--- src/rtl/result_check.sv ---
// Result checker: pops expected/actual vector pairs, masks and compares them,
// keeps pass/fail counts and writes a 4-word record per failure to memory.
module result_check #(
    parameter int ADDR_WIDTH = 20,
    parameter int DATA_WIDTH = 16,
    parameter int BE_WIDTH = DATA_WIDTH / 8,
    parameter int STF_WIDTH = 24,
    parameter int CHF_WIDTH = STF_WIDTH + ADDR_WIDTH,
    parameter int SCC_WIDTH = 5,
    parameter int SCD_WIDTH = 24,
    parameter int CNT_WIDTH = 16,
    parameter logic [ADDR_WIDTH-1:0] LOG_BASE = 20'h80000,
    parameter int LOG_RECORDS = 256
) (
    input  logic                  clock,
    input  logic                  reset,
    input  logic                  clear,
    input  logic [CHF_WIDTH-1:0]  cfifo_data,
    output logic                  cfifo_rdreq,
    input  logic                  cfifo_rdempty,
    input  logic [STF_WIDTH-1:0]  rfifo_data,
    output logic                  rfifo_rdreq,
    input  logic                  rfifo_rdempty,
    input  logic [SCC_WIDTH-1:0]  sc_cmd,
    input  logic [SCD_WIDTH-1:0]  sc_data,
    output logic                  sc_ready,
    output logic [ADDR_WIDTH-1:0] mem_address,
    output logic [BE_WIDTH-1:0]   mem_byteenable,
    output logic                  mem_write,
    output logic [DATA_WIDTH-1:0] mem_writedata,
    input  logic                  mem_waitrequest,
    output logic [CNT_WIDTH-1:0]  pass_count,
    output logic [CNT_WIDTH-1:0]  fail_count,
    output logic                  log_overflow,
    output logic                  done
);

    typedef enum logic [1:0] {IDLE, POP, CMP, LOG} state_t;

    localparam logic [SCC_WIDTH-1:0]  CMD_MASK = SCC_WIDTH'(1);
    localparam logic [CNT_WIDTH-1:0]  CNT_ONE  = CNT_WIDTH'(1);
    localparam logic [ADDR_WIDTH-1:0] PTR_ONE  = ADDR_WIDTH'(1);
    localparam logic [ADDR_WIDTH:0]   LOG_LIM  = (ADDR_WIDTH+1)'(LOG_RECORDS);

    state_t                  state, state_nx;
    logic [STF_WIDTH-1:0]    mask;
    logic [STF_WIDTH-1:0]    act_q;
    logic [ADDR_WIDTH-1:0]   vaddr_q;
    logic [ADDR_WIDTH-1:0]   rec_addr;
    logic [ADDR_WIDTH-1:0]   ptr;
    logic [1:0]              word;
    logic [STF_WIDTH-1:0]    expected;
    logic                    mismatch;
    logic                    room;
    logic                    accept;
    logic                    last;

    assign expected = cfifo_data[CHF_WIDTH-1:ADDR_WIDTH];
    assign mismatch = |((expected ^ rfifo_data) & mask);
    assign room     = {1'b0, ptr} < LOG_LIM;
    assign accept   = mem_write && !mem_waitrequest;
    assign last     = accept && (word == 2'd3);
    assign done     = (state == IDLE) && cfifo_rdempty && rfifo_rdempty;

    assign mem_byteenable = '1;
    assign mem_address    = rec_addr + ADDR_WIDTH'(word);

    always_comb begin
        unique case (word)
            2'd0: mem_writedata = DATA_WIDTH'(vaddr_q[ADDR_WIDTH-1:16]);
            2'd1: mem_writedata = vaddr_q[15:0];
            2'd2: mem_writedata = DATA_WIDTH'(act_q[STF_WIDTH-1:16]);
            2'd3: mem_writedata = act_q[15:0];
        endcase
    end

    always_comb begin
        state_nx    = state;
        sc_ready    = 1'b0;
        cfifo_rdreq = 1'b0;
        rfifo_rdreq = 1'b0;
        mem_write   = 1'b0;
        unique case (state)
            IDLE: begin
                sc_ready = 1'b1;
                // A pending command takes the cycle; popping waits a turn.
                if (sc_cmd != CMD_MASK && !cfifo_rdempty && !rfifo_rdempty)
                    state_nx = POP;
            end
            POP: begin
                cfifo_rdreq = 1'b1;
                rfifo_rdreq = 1'b1;
                state_nx    = CMP;
            end
            CMP: begin
                state_nx = (mismatch && room) ? LOG : IDLE;
            end
            LOG: begin
                mem_write = 1'b1;
                if (last)
                    state_nx = IDLE;
            end
        endcase
    end

    always_ff @(posedge clock or posedge reset) begin
        if (reset)
            state <= IDLE;
        else
            state <= state_nx;
    end

    always_ff @(posedge clock or posedge reset) begin
        if (reset) begin
            mask     <= '1;
            act_q    <= '0;
            vaddr_q  <= '0;
            rec_addr <= '0;
            word     <= '0;
        end else begin
            if (state == IDLE && sc_cmd == CMD_MASK)
                mask <= sc_data[STF_WIDTH-1:0];
            // Record address is frozen here so a clear mid-record cannot move it.
            if (state == CMP) begin
                act_q    <= rfifo_data;
                vaddr_q  <= cfifo_data[ADDR_WIDTH-1:0];
                rec_addr <= LOG_BASE + (ptr << 2);
                word     <= '0;
            end else if (accept) begin
                word <= word + 2'd1;
            end
        end
    end

    always_ff @(posedge clock or posedge reset) begin
        if (reset) begin
            pass_count   <= '0;
            fail_count   <= '0;
            log_overflow <= 1'b0;
            ptr          <= '0;
        end else if (clear) begin
            pass_count   <= '0;
            fail_count   <= '0;
            log_overflow <= 1'b0;
            ptr          <= '0;
        end else begin
            if (state == CMP) begin
                if (!mismatch) begin
                    if (pass_count != '1)
                        pass_count <= pass_count + CNT_ONE;
                end else begin
                    if (fail_count != '1)
                        fail_count <= fail_count + CNT_ONE;
                    if (!room)
                        log_overflow <= 1'b1;
                end
            end
            if (last)
                ptr <= ptr + PTR_ONE;
        end
    end

endmodule

--- config.mk ---
export PLATFORM = sky130hd
export DESIGN_NAME = result_check
export DESIGN_NICKNAME = d
export VERILOG_FILES = /design/src/rtl/result_check.sv
export SDC_FILE = /design/constraint.sdc
export NUM_CORES = 1
export LEC_CHECK = 0
export CAP_MARGIN = 5
export CORE_MARGIN = 4
export CORE_UTILIZATION = 50
export CTS_CLUSTER_SIZE = 24
export DETAILED_ROUTE_END_ITERATION = 7
export HOLD_SLACK_MARGIN = 0.12
export PLACE_DENSITY = 0.93
export SYNTH_ARGS = -nofsm -noshare
export SYNTH_HDL_FRONTEND = slang
export SYNTH_SLANG_ARGS = --single-unit
--- constraint.sdc ---
create_clock -name clock -period 7.6 [get_ports clock]
set_input_delay 0.76 -clock clock [delete_from_list [all_inputs] [get_ports clock]]
set_output_delay 0.76 -clock clock [all_outputs]
set_load 0.01 [all_outputs]
# Yosys cells after proc, flatten, opt, wreduce, memory -nomap -nowiden
# Cells that the tools add are included.
dict set report word_totals {
  regBits 145
  input_bits 103
  output_inout_bits 76
  wordCells 81
}
dict set report op_classes {
  addsub 6
  order_cmp 1
  eq_ne 14
  n_mux 24
  bitwise 2
  n_reduce_logical 24
}
# op n
set op_table {}
lappend op_table {{$mux W16} 8}
lappend op_table {{$pmux W16 S4} 1}
lappend op_table {{$mux W20} 2}
lappend op_table {{$add A16 B1 Y16 const B} 2}
lappend op_table {{$ne A16 B16 Y1 const B} 2}
lappend op_table {{$and A24 B24 Y24} 1}
lappend op_table {{$reduce_or A24 Y1} 1}
lappend op_table {{$xor A24 B24 Y24} 1}
lappend op_table {{$add A20 B1 Y20 const B} 1}
lappend op_table {{$add A20 B2 Y20} 1}
lappend op_table {{$add A20 B20 Y20 const A} 1}
lappend op_table {{$lt A20 B9 Y1 const B} 1}
lappend op_table {{$reduce_bool A2 Y1} 6}
lappend op_table {{$mux W2} 5}
lappend op_table {{$reduce_and A3 Y1} 3}
lappend op_table {{$eq A2 B2 Y1 const B} 4}
lappend op_table {{$logic_and A1 B1 Y1} 8}
lappend op_table {{$ne A2 B2 Y1 const B} 4}
lappend op_table {{$pmux W2 S4} 1}
lappend op_table {{$mux W1} 7}
lappend op_table {{$eq A5 B1 Y1 const B} 1}
lappend op_table {{$ne A5 B1 Y1 const B} 1}
lappend op_table {{$eq A2 B1 Y1 const B} 2}
lappend op_table {{$logic_not A2 Y1} 2}
lappend op_table {{3 further kinds} 5}

# Depth between registers and ports, before layout
# Gate-level depths: netlist of the first run.
dict set report logic_depth {
  ltp_word 6
  ltp_mapped 9
}

# Worst setup path before layout of the first run
# Ideal clock, no wire load.
dict set report synth_timing {
  path_type {input port to flip-flop}
  start {input port rfifo_data[6]}
  end {register pass_count[7]}
  setup_ns 0.078
  arrival_time_ns 2.496
  required_ns 7.522
  slack_ns 5.026
  stages 7
  path_buffers 1
  path_cell_list {xor2_1 > a22oi_1 > nand4_1 > or4_4 > buf_6 > or4_1 > a21oi_1}
}
dict set report synth_via {
  elab_chain_len 5
}
# item line_no
set synth_lines {}
lappend synth_lines {{from (decl)} 21} ;# input logic [STF_WIDTH-1:0] rfifo_data,
lappend synth_lines {{$xor A24 B24 Y24} 59} ;# assign mismatch = |((expected ^ rfifo_data) & mask);
lappend synth_lines {{$and A24 B24 Y24} 59}
lappend synth_lines {{$reduce_or A24 Y1} 59}
lappend synth_lines {{$ne A2 B2 Y1 (no source line)} n/a}
lappend synth_lines {{$reduce_and A3 Y1 (no source line)} n/a}
lappend synth_lines {{to (signal assigned)} 150} ;# pass_count <= pass_count + CNT_ONE;
lappend synth_lines {{to (decl)} 32} ;# output logic [CNT_WIDTH-1:0] pass_count,
# No other way between the ends.
# A chain may end at the register's enable or synchronous reset.

# Final worst setup path of the first run
dict set report layout_timing {
  start {register word[0]}
  end {output port mem_writedata[0]}
}
dict set report layout_via {
  elab_chain_len 2
  word_cells_on_any_way 5
  classes_between {eq/ne (3); mux (1); reduce/logical (1)}
}
# item line_no
set layout_lines {}
lappend layout_lines {{from (decl)} 51} ;# logic [1:0] word;
lappend layout_lines {{from (signal assigned)} 130} ;# word <= word + 2'd1;
lappend layout_lines {{$eq A2 B2 Y1 (tied with other cells)} 69} ;# unique case (word)
lappend layout_lines {{$pmux W16 S4 *} 69}
lappend layout_lines {{to (decl)} 30} ;# output logic [DATA_WIDTH-1:0] mem_writedata,
# Mark *: on every way between the ends. The rest lies on a longest branch, timed or not.

==> results of run 1 <==
==> power breakdown <==
group / switching [mW] / internal [mW] / leakage [nW]
logic: 0.478 / 0.325 / 2.00
registers: 0.120 / 0.956 / 1.82
clock network: 0.341 / 0.430 / 0.265
total: 0.939 / 1.71 / 4.09
==> cell usage in the layout, fill, tap and decap left out, drive strengths merged, types with 16 or more instances in the layout <==
cell / Yosys / routed
clkdlybuf4s50: 0 / 175
a21oi: 30 / 30
a22oi: 20 / 20
or4: 16 / 16
mux2: 28 / 28
nand3: 21 / 21
nand2: 196 / 196
nor2: 46 / 46
clkbuf: 27 / 18
xor2: 38 / 38
dfstp: 24 / 24
o21ai: 18 / 18
inv: 17 / 22
dfrtp: 119 / 119
==> worst min-delay path, stage by stage, from the launching register on <==
cell and delay [ns]:
dfrtp_1 0.34, nand2_1 0.05, nand2_1 0.05
==> layout make-up <==
| class | instances | area (µm²) | share of cell area [%] |
|---|---|---|---|
| sequential | 143 | 3610 | 38.7 |
| timing repair buffer | 182 | 1800 | 19.3 |
| clock inverter | 14 | 108 | 1.15 |
| inverter | 17 | 68.8 | 0.738 |
| tap | 176 | 220 | 2.36 |
| multi-input combinational | 532 | 3080 | 33.0 |
| clock buffer | 18 | 439 | 4.71 |
==> metal layers <==
metal | vias up | global-route usage [%] | share of wire, %
met5 | - | 0 | 0
met4 | 0 | 11.7 | 3.7
met3 | 47 | 5.76 | 7.2
met2 | 271 | 38.3 | 48
met1 | 2951 | 31.6 | 41
li1 | 2835 | - | -
==> stage by stage <==
| step | instance area [µm²] | power [mW] | cells | hold slack (ns) |
|---|---|---|---|---|
| after floorplan | 6910 | 1.54 | 731 | 0.445 |
| after global placement | 8780 | 1.84 | 1050 | 0.458 |
| after detailed placement | 8780 | 1.88 | 1050 | 0.462 |
| after CTS | 9330 | 2.65 | 1082 | 0.477 |
| after global routing | 9330 | 2.80 | 1082 | 0.500 |
| final | 9330 | 2.65 | 1082 | 0.474 |
==> sequential cells by signal, summed over array words and instances (netlist names) <==
signal / flops
state: 2
vaddr_q: 20
act_q: 24
log_overflow: 1
mask: 24
ptr: 20
word: 2
rec_addr: 18
pass_count: 16
fail_count: 16
==> final timing paths <==
check	endpoint	slack, ns	cells after the start
min reg2reg	rec_addr[18]	0.47	2
min	rec_addr[18]	0.47	2
max in group asynchronous	vaddr_q[12]	5.38	3
min in group asynchronous	vaddr_q[9]	0.82	2
max	mem_writedata[0]	4.23	4
max reg2reg	pass_count[9]	4.38	6
==> kinds of logic (layout without fill, tap and decap cells) <==
| logic type | count (synthesis) | after routing | synth area share, % |
|---|---|---|---|
| AO/OA/AOI/OAI | 96 | 96 | 9.04 |
| XOR/XNOR | 43 | 43 | 5.46 |
| adder cells (fa/ha/maj) | 7 | 7 | 1.27 |
| buffers and inverters | 56 | 231 | 3.37 |
| flip-flops | 143 | 143 | 52.3 |
| multiplexers | 34 | 34 | 5.44 |
| other | 1 | 2 | 0.0543 |
| AND/OR/NAND/NOR | 350 | 350 | 23.1 |
==> metrics.md, run 1 <==
| Metric | Value |
|---|---|
| Status | finished clean |
| Worst slack, placed | 4.20 ns |
| Critical Path RT | 6.84 ns |
| Vias | 6,104 |
| Die area | 0.0157 mm² |
| DR pass1 iterations | 8 |
| Largest net degree at the start of global routing | 76 |
| Number of synthesized flops with an enable pin | 0 |
| Crit. End Element | primary output |
| CP Cell Sequence | ha_1 -> a222oi_1 -> mux2i_1 -> clkdlybuf4s50_1 |
| Fin crit share | 44.4% |
| MaxCap Viol Count | 0 |
| Share of cells above drive strength 1 | 10.6% |
| # Post-CTS Setup Buffers | 0 |
| TritonCTS clock tree | yes |
| Die height | 125 µm |
| Initial DRC Count | 522 |
| Post-Syn Instances | 730 |
| Antenna Nets Post-Route | 0 |
| Unrepaired setup endpoints after global routing | false |
| Hold Fails Final Rpt | 0 |
| Pwr Density | 284 mW/mm² |
| Buffer depth of the longest clock path | 2 |
| N_diodes | 0 |
| IO buf count | 176 |
| Slew Viols, Final | 0 |
| Reg-to-reg startpoint | state[0] |
| Final setup margin | 4.23 ns |
| Synth async-reset ratio | 100% |
| Vias in the first global route | 5,819 |
| Num ports | 179 |
| H-tree Lvls | 4 |
| Routed vias/inst | 5.64 |
| Root Driver | clkbuf_16 |
| Yosys warning count | 0 |
| Main area contributors after synthesis | dfrtp_1 (43%), nand2_1 (11%), dfstp_2 (9.1%) |
| Cts hold-fix bufs | 0 |
| Post-cts gate resize count | 0 |
| Hold path startpoint | rec_addr[18] |
| Final TNS setup | 0 ns |
| Cell area after synthesis | 0.00690 mm² |
| Top FF cell, synth | dfrtp_1 |
| Crit path max fanout | 18 |
| CP Class | reg -> out |
| Clock sinks | 143 |
| Post-Syn Area per Cell | 9.46 µm² |
| Crit path max-delay cell type | ha_1 |
| LEAKAGE | 4.09 nW |
| Horiz. Die Dim | 125 µm |
| Synth unique cells | 43 |
| Row count | 42 |
| Layout Nets | 1,003 |
| Latest clock arrival within the worst-skew pair | 0.43 ns |
| Total GRT Usage | 24.3% |
| Worst Hold Class | reg -> reg |
| CP peak stage delay | 0.69 ns |
| Synth top cells by count | nand2_1 (196), dfrtp_1 (119), nor2_1 (46), xor2_1 (38), a21oi_1 (30) |
| Yosys reg bits | 143 |
| Gpl congestion | 0.881 |
| Worst VDD drop | 0.000211 V |
| Post-synth top area share | 43.1% |
| CP top delay family | adder cells |
| Starting Density | 51.5% |
| Initial antenna violation count | 0 |
| Cell with the most instances after synthesis | nand2_1 |
| Buf/Inv on CP | 1 |
| DRC errors left | 0 |
| Wire per inst | 17.6 µm |
| Core area | 0.0134 mm² |
| Seq/Total Area, Yosys | 52.3% |
| Drt total wl | 19,100 µm |
| DP Wirelength | 13,500 µm |
| Total congestion overflow | 0 |
| Slew at the pin closest to its max-slew limit | 1.17 ns |
| Crit path DAT | 2.61 ns |
| Startpoint Class | register |
| Crit path launch | word[0] |
| Count of final setup violators | 0 |
| Cell taking the most area after synthesis | dfrtp_1 |
| Final min period | 3.37 ns |
| TritonCTS buffer count | 17 |
| Final Skew | 0.00959 ns |
| Fmax | 296 MHz |
| Final core utilization | 69.6% |
| First-pass GRT wire length | 30,400 µm |
| Fill count | 947 |
| Syn-to-layout area delta | 35.1% |
| Max transition margin | 21.8% |
| Clock Pin Slew Worst Setup and Hold Paths | 0.06 ns |
Power figures use the tool's default switching activity.
==> run 2, diff against run 1 <==
--- a/config.mk
+++ b/config.mk
@@ -7,11 +7,11 @@
 export LEC_CHECK = 0
 export CAP_MARGIN = 5
 export CORE_MARGIN = 4
-export CORE_UTILIZATION = 50
+export CORE_UTILIZATION = 44
 export CTS_CLUSTER_SIZE = 24
 export DETAILED_ROUTE_END_ITERATION = 7
 export HOLD_SLACK_MARGIN = 0.12
-export PLACE_DENSITY = 0.93
+export PLACE_DENSITY = 0.87
 export SYNTH_ARGS = -nofsm -noshare
 export SYNTH_HDL_FRONTEND = slang
 export SYNTH_SLANG_ARGS = --single-unit
==> constraint.sdc (replaced) <==
create_clock -name clock -period 2.9 [get_ports clock]
set_input_delay 0.29 -clock clock [delete_from_list [all_inputs] [get_ports clock]]
set_output_delay 0.29 -clock clock [all_outputs]
set_load 0.01 [all_outputs]
==> run 2 against run 1 <==
  * First-iteration DRC count down 8.2%
  * Power rose to 2.7 times the previous value
  * Worst hold slack worse by 0.21 ns
  * Worst setup slack worse by 4.1 ns
  * Clock skew down 0.0032 ns
  * Critical path depth up 2
  * Non-clock buffer count up 11
  * Combinational power rose to 2.7 times the previous value
  * Global-route usage down 2.3 points
  * Core utilization down 7.4 points
  * Flip-flop and latch count unchanged
==> metrics.md, run 2 (synthesis results as in run 1) <==
| Metric | Value |
|---|---|
| Status | finished clean (unchanged) |
| Cells after DPL | 1,096 (was 1,050) |
| Final setup margin | 0.0988 ns (was 4.23 ns) |
| Vias in the first global route | 6,025 (was 5,819) |
| Post-cts gate resize count | 0 (unchanged) |
| DRC errors left | 0 (unchanged) |
| End of the critical path | mem_writedata[15] (was mem_writedata[0]) |
| Commonest non-fill, non-tap cell in the layout | nand2_1 (unchanged) |
| Starting Density | 45.2% (was 51.5%) |
| Fin crit share | 96.6% |
| Final TNS setup | 0 ns (unchanged) |
| Crit path DAT | 2.51 ns (was 2.61 ns) |
| Wire per inst | 17.0 µm (was 17.6 µm) |
| Finished Layout Cells | 1,128 (was 1,082) |
| Sw Pwr | 2.42 mW (was 0.939 mW) |
| Total power | 7.06 mW (was 2.65 mW) |
| RR Endpoint | pass_count[3] (was pass_count[9]) |
| Reg-to-reg startpoint | pass_count[0] (was state[0]) |
| Design area | 0.00950 mm² (was 0.00933 mm²) |
| Die height | 133 µm (was 125 µm) |
| Initial DRC Count | 479 (was 522) |
| Min Hold Slack | 0.259 ns (was 0.474 ns) |
| Unrepaired setup endpoints after global routing | false (unchanged) |
| Sw frac | 34.3% (was 35.4%) |
| Vias | 6,045 (was 6,104) |
| Fill count | 1,217 (was 947) |
| Count of final setup violators | 0 (unchanged) |
| Row count | 45 (was 42) |
| Slew Viols, Final | 0 (unchanged) |
| Gpl congestion | 0.871 (was 0.881) |
| Most frequent cells in the layout | nand2_1 (195), clkdlybuf4s50_1 (175), dfrtp_1 (119), nor2_1 (46), xor2_1 (38) (unchanged) |
| Max transition margin | 59.2% (was 21.8%) |
| N_diodes | 0 (unchanged) |
| Combinational share of power | 30.7% (was 30.3%) |
| Hold Fails Final Rpt | 0 (unchanged) |
| Worst slack, placed | 0.0146 ns (was 4.20 ns) |
| Sequential power share | 39.8% (was 40.6%) |
| Buffer depth of the longest clock path | 2 (unchanged) |
| Critical Path RT | 2.61 ns (was 6.84 ns) |
| Worst reg2reg path depth | 7 (was 6) |
| Reg2reg setup slack | 0.41 ns (was 4.38 ns) |
| Internal power | 4.64 mW (was 1.71 mW) |
| Root Driver | clkbuf_16 (unchanged) |
| Slew at the pin closest to its max-slew limit | 0.612 ns (was 1.17 ns) |
| Multi-input logic area | 0.00308 mm² (unchanged) |
| Syn-to-layout area delta | 37.6% (was 35.1%) |
| DR pass1 iterations | 7 (was 8) |
| Final min period | 2.80 ns |
| CP Class | reg -> out (unchanged) |
| Largest regs | act_q: 24 flops, mask: 24 flops (unchanged) |
| Horiz. Die Dim | 133 µm (was 125 µm) |
| Clock sinks | 143 (unchanged) |
| Crit path launch | word[1] (was word[0]) |
| TritonCTS clock tree | yes (unchanged) |
| Cts hold-fix bufs | 0 (unchanged) |
| Drt total wl | 19,100 µm (about the same) |
| Worst VDD drop | 0.000519 V (was 0.000211 V) |
| TritonCTS buffer count | 17 (unchanged) |
| Power share of the clock group | 29.5% (was 29.1%) |
| DP Wirelength | 13,800 µm (was 13,500 µm) |
| Cell Area, Placed | 0.00893 mm² (was 0.00878 mm²) |
| H-tree Lvls | 4 (unchanged) |
| First-pass GRT wire length | 31,100 µm (was 30,400 µm) |
| Final core utilization | 62.2% (was 69.6%) |
| # Post-CTS Setup Buffers | 0 (unchanged) |
| MaxCap Viol Count | 0 (unchanged) |
| Crit. End Element | primary output (unchanged) |
| Latest clock arrival within the worst-skew pair | 0.42 ns (was 0.43 ns) |
| IO buf count | 176 (unchanged) |
| Worst Hold Class | in -> async (was reg -> reg) |
| Num ports | 179 (unchanged) |
| Register area | 0.00361 mm² (unchanged) |
| Largest net degree at the start of global routing | 60 (was 76) |
| Share of cells above drive strength 1 | 11.7% (was 10.6%) |
| Fmax | 357 MHz |
| Crit path max fanout | 12 (was 18) |
| Final Skew | 0.00639 ns (was 0.00959 ns) |
| Antenna Nets Post-Route | 0 (unchanged) |
| LEAKAGE | 4.16 nW (was 4.09 nW) |
| Initial antenna violation count | 0 (unchanged) |
| Routed vias/inst | 5.36 (was 5.64) |
| Total GRT Usage | 21.9% (was 24.3%) |
| Die area | 0.0178 mm² (was 0.0157 mm²) |
| Total congestion overflow | 0 (unchanged) |
| Pwr Density | 743 mW/mm² (was 284 mW/mm²) |
| Startpoint Class | register (unchanged) |
| Clock Pin Slew Worst Setup and Hold Paths | 0.06 ns (about the same) |
| Layout Nets | 1,014 (was 1,003) |
| Core area | 0.0153 mm² (was 0.0134 mm²) |
==> run 2: worst max-delay path, stage by stage, from the launching register on <==
cell and delay (ns):
dfrtp_1 0.43, inv_1 0.11, ha_1 0.52, buf_4 0.24
a22oi_1 0.08, nor2_1 0.12, clkdlybuf4s50_1 0.58
==> run 2: how the worst min path moves through the flow <==
| stage | startpoint | end | cells after the start |
|---|---|---|---|
| floorplan | rfifo_data[0] | act_q[0] | 2 |
| global route | reset | vaddr_q[8] | 2 |
| global placement | rec_addr[4] | rec_addr[4] | 2 |
| finish | reset | vaddr_q[8] | 2 |
| CTS | reset | vaddr_q[8] | 2 |
| detailed placement | vaddr_q[13] | vaddr_q[13] | 2 |
==> run 2: routing by layer <==
layer  vias to the layer above  track usage [%]  wire length (µm)
met2                       226             34.7              9210
met4                         0             10.2               629
met3                        41             5.51              1420
li1                       2851                -                 -
met5                         -                0                 0
met1                      2927             28.5              7860
==> run 2: cell type report <==
type | count | share of cell area [%]
Sequential cell | 143 | 38.0
Clock buffer | 20 | 4.81
Tap cell | 211 | 2.78
Clock inverter | 12 | 1.17
Inverter | 17 | 0.711
Multi-Input combinational cell | 532 | 32.4
Timing Repair Buffer | 193 | 20.1
==> run 2: power by group through the flow <==
stage | clock (mW) | combinational, mW | sequential, mW
after floorplan | 0 | 1.30 | 2.74
after global placement | 0 | 2.11 | 2.81
after detailed placement | 0 | 2.17 | 2.83
after CTS | 2.11 | 2.18 | 2.80
after global routing | 2.20 | 2.39 | 2.86
final | 2.08 | 2.17 | 2.81
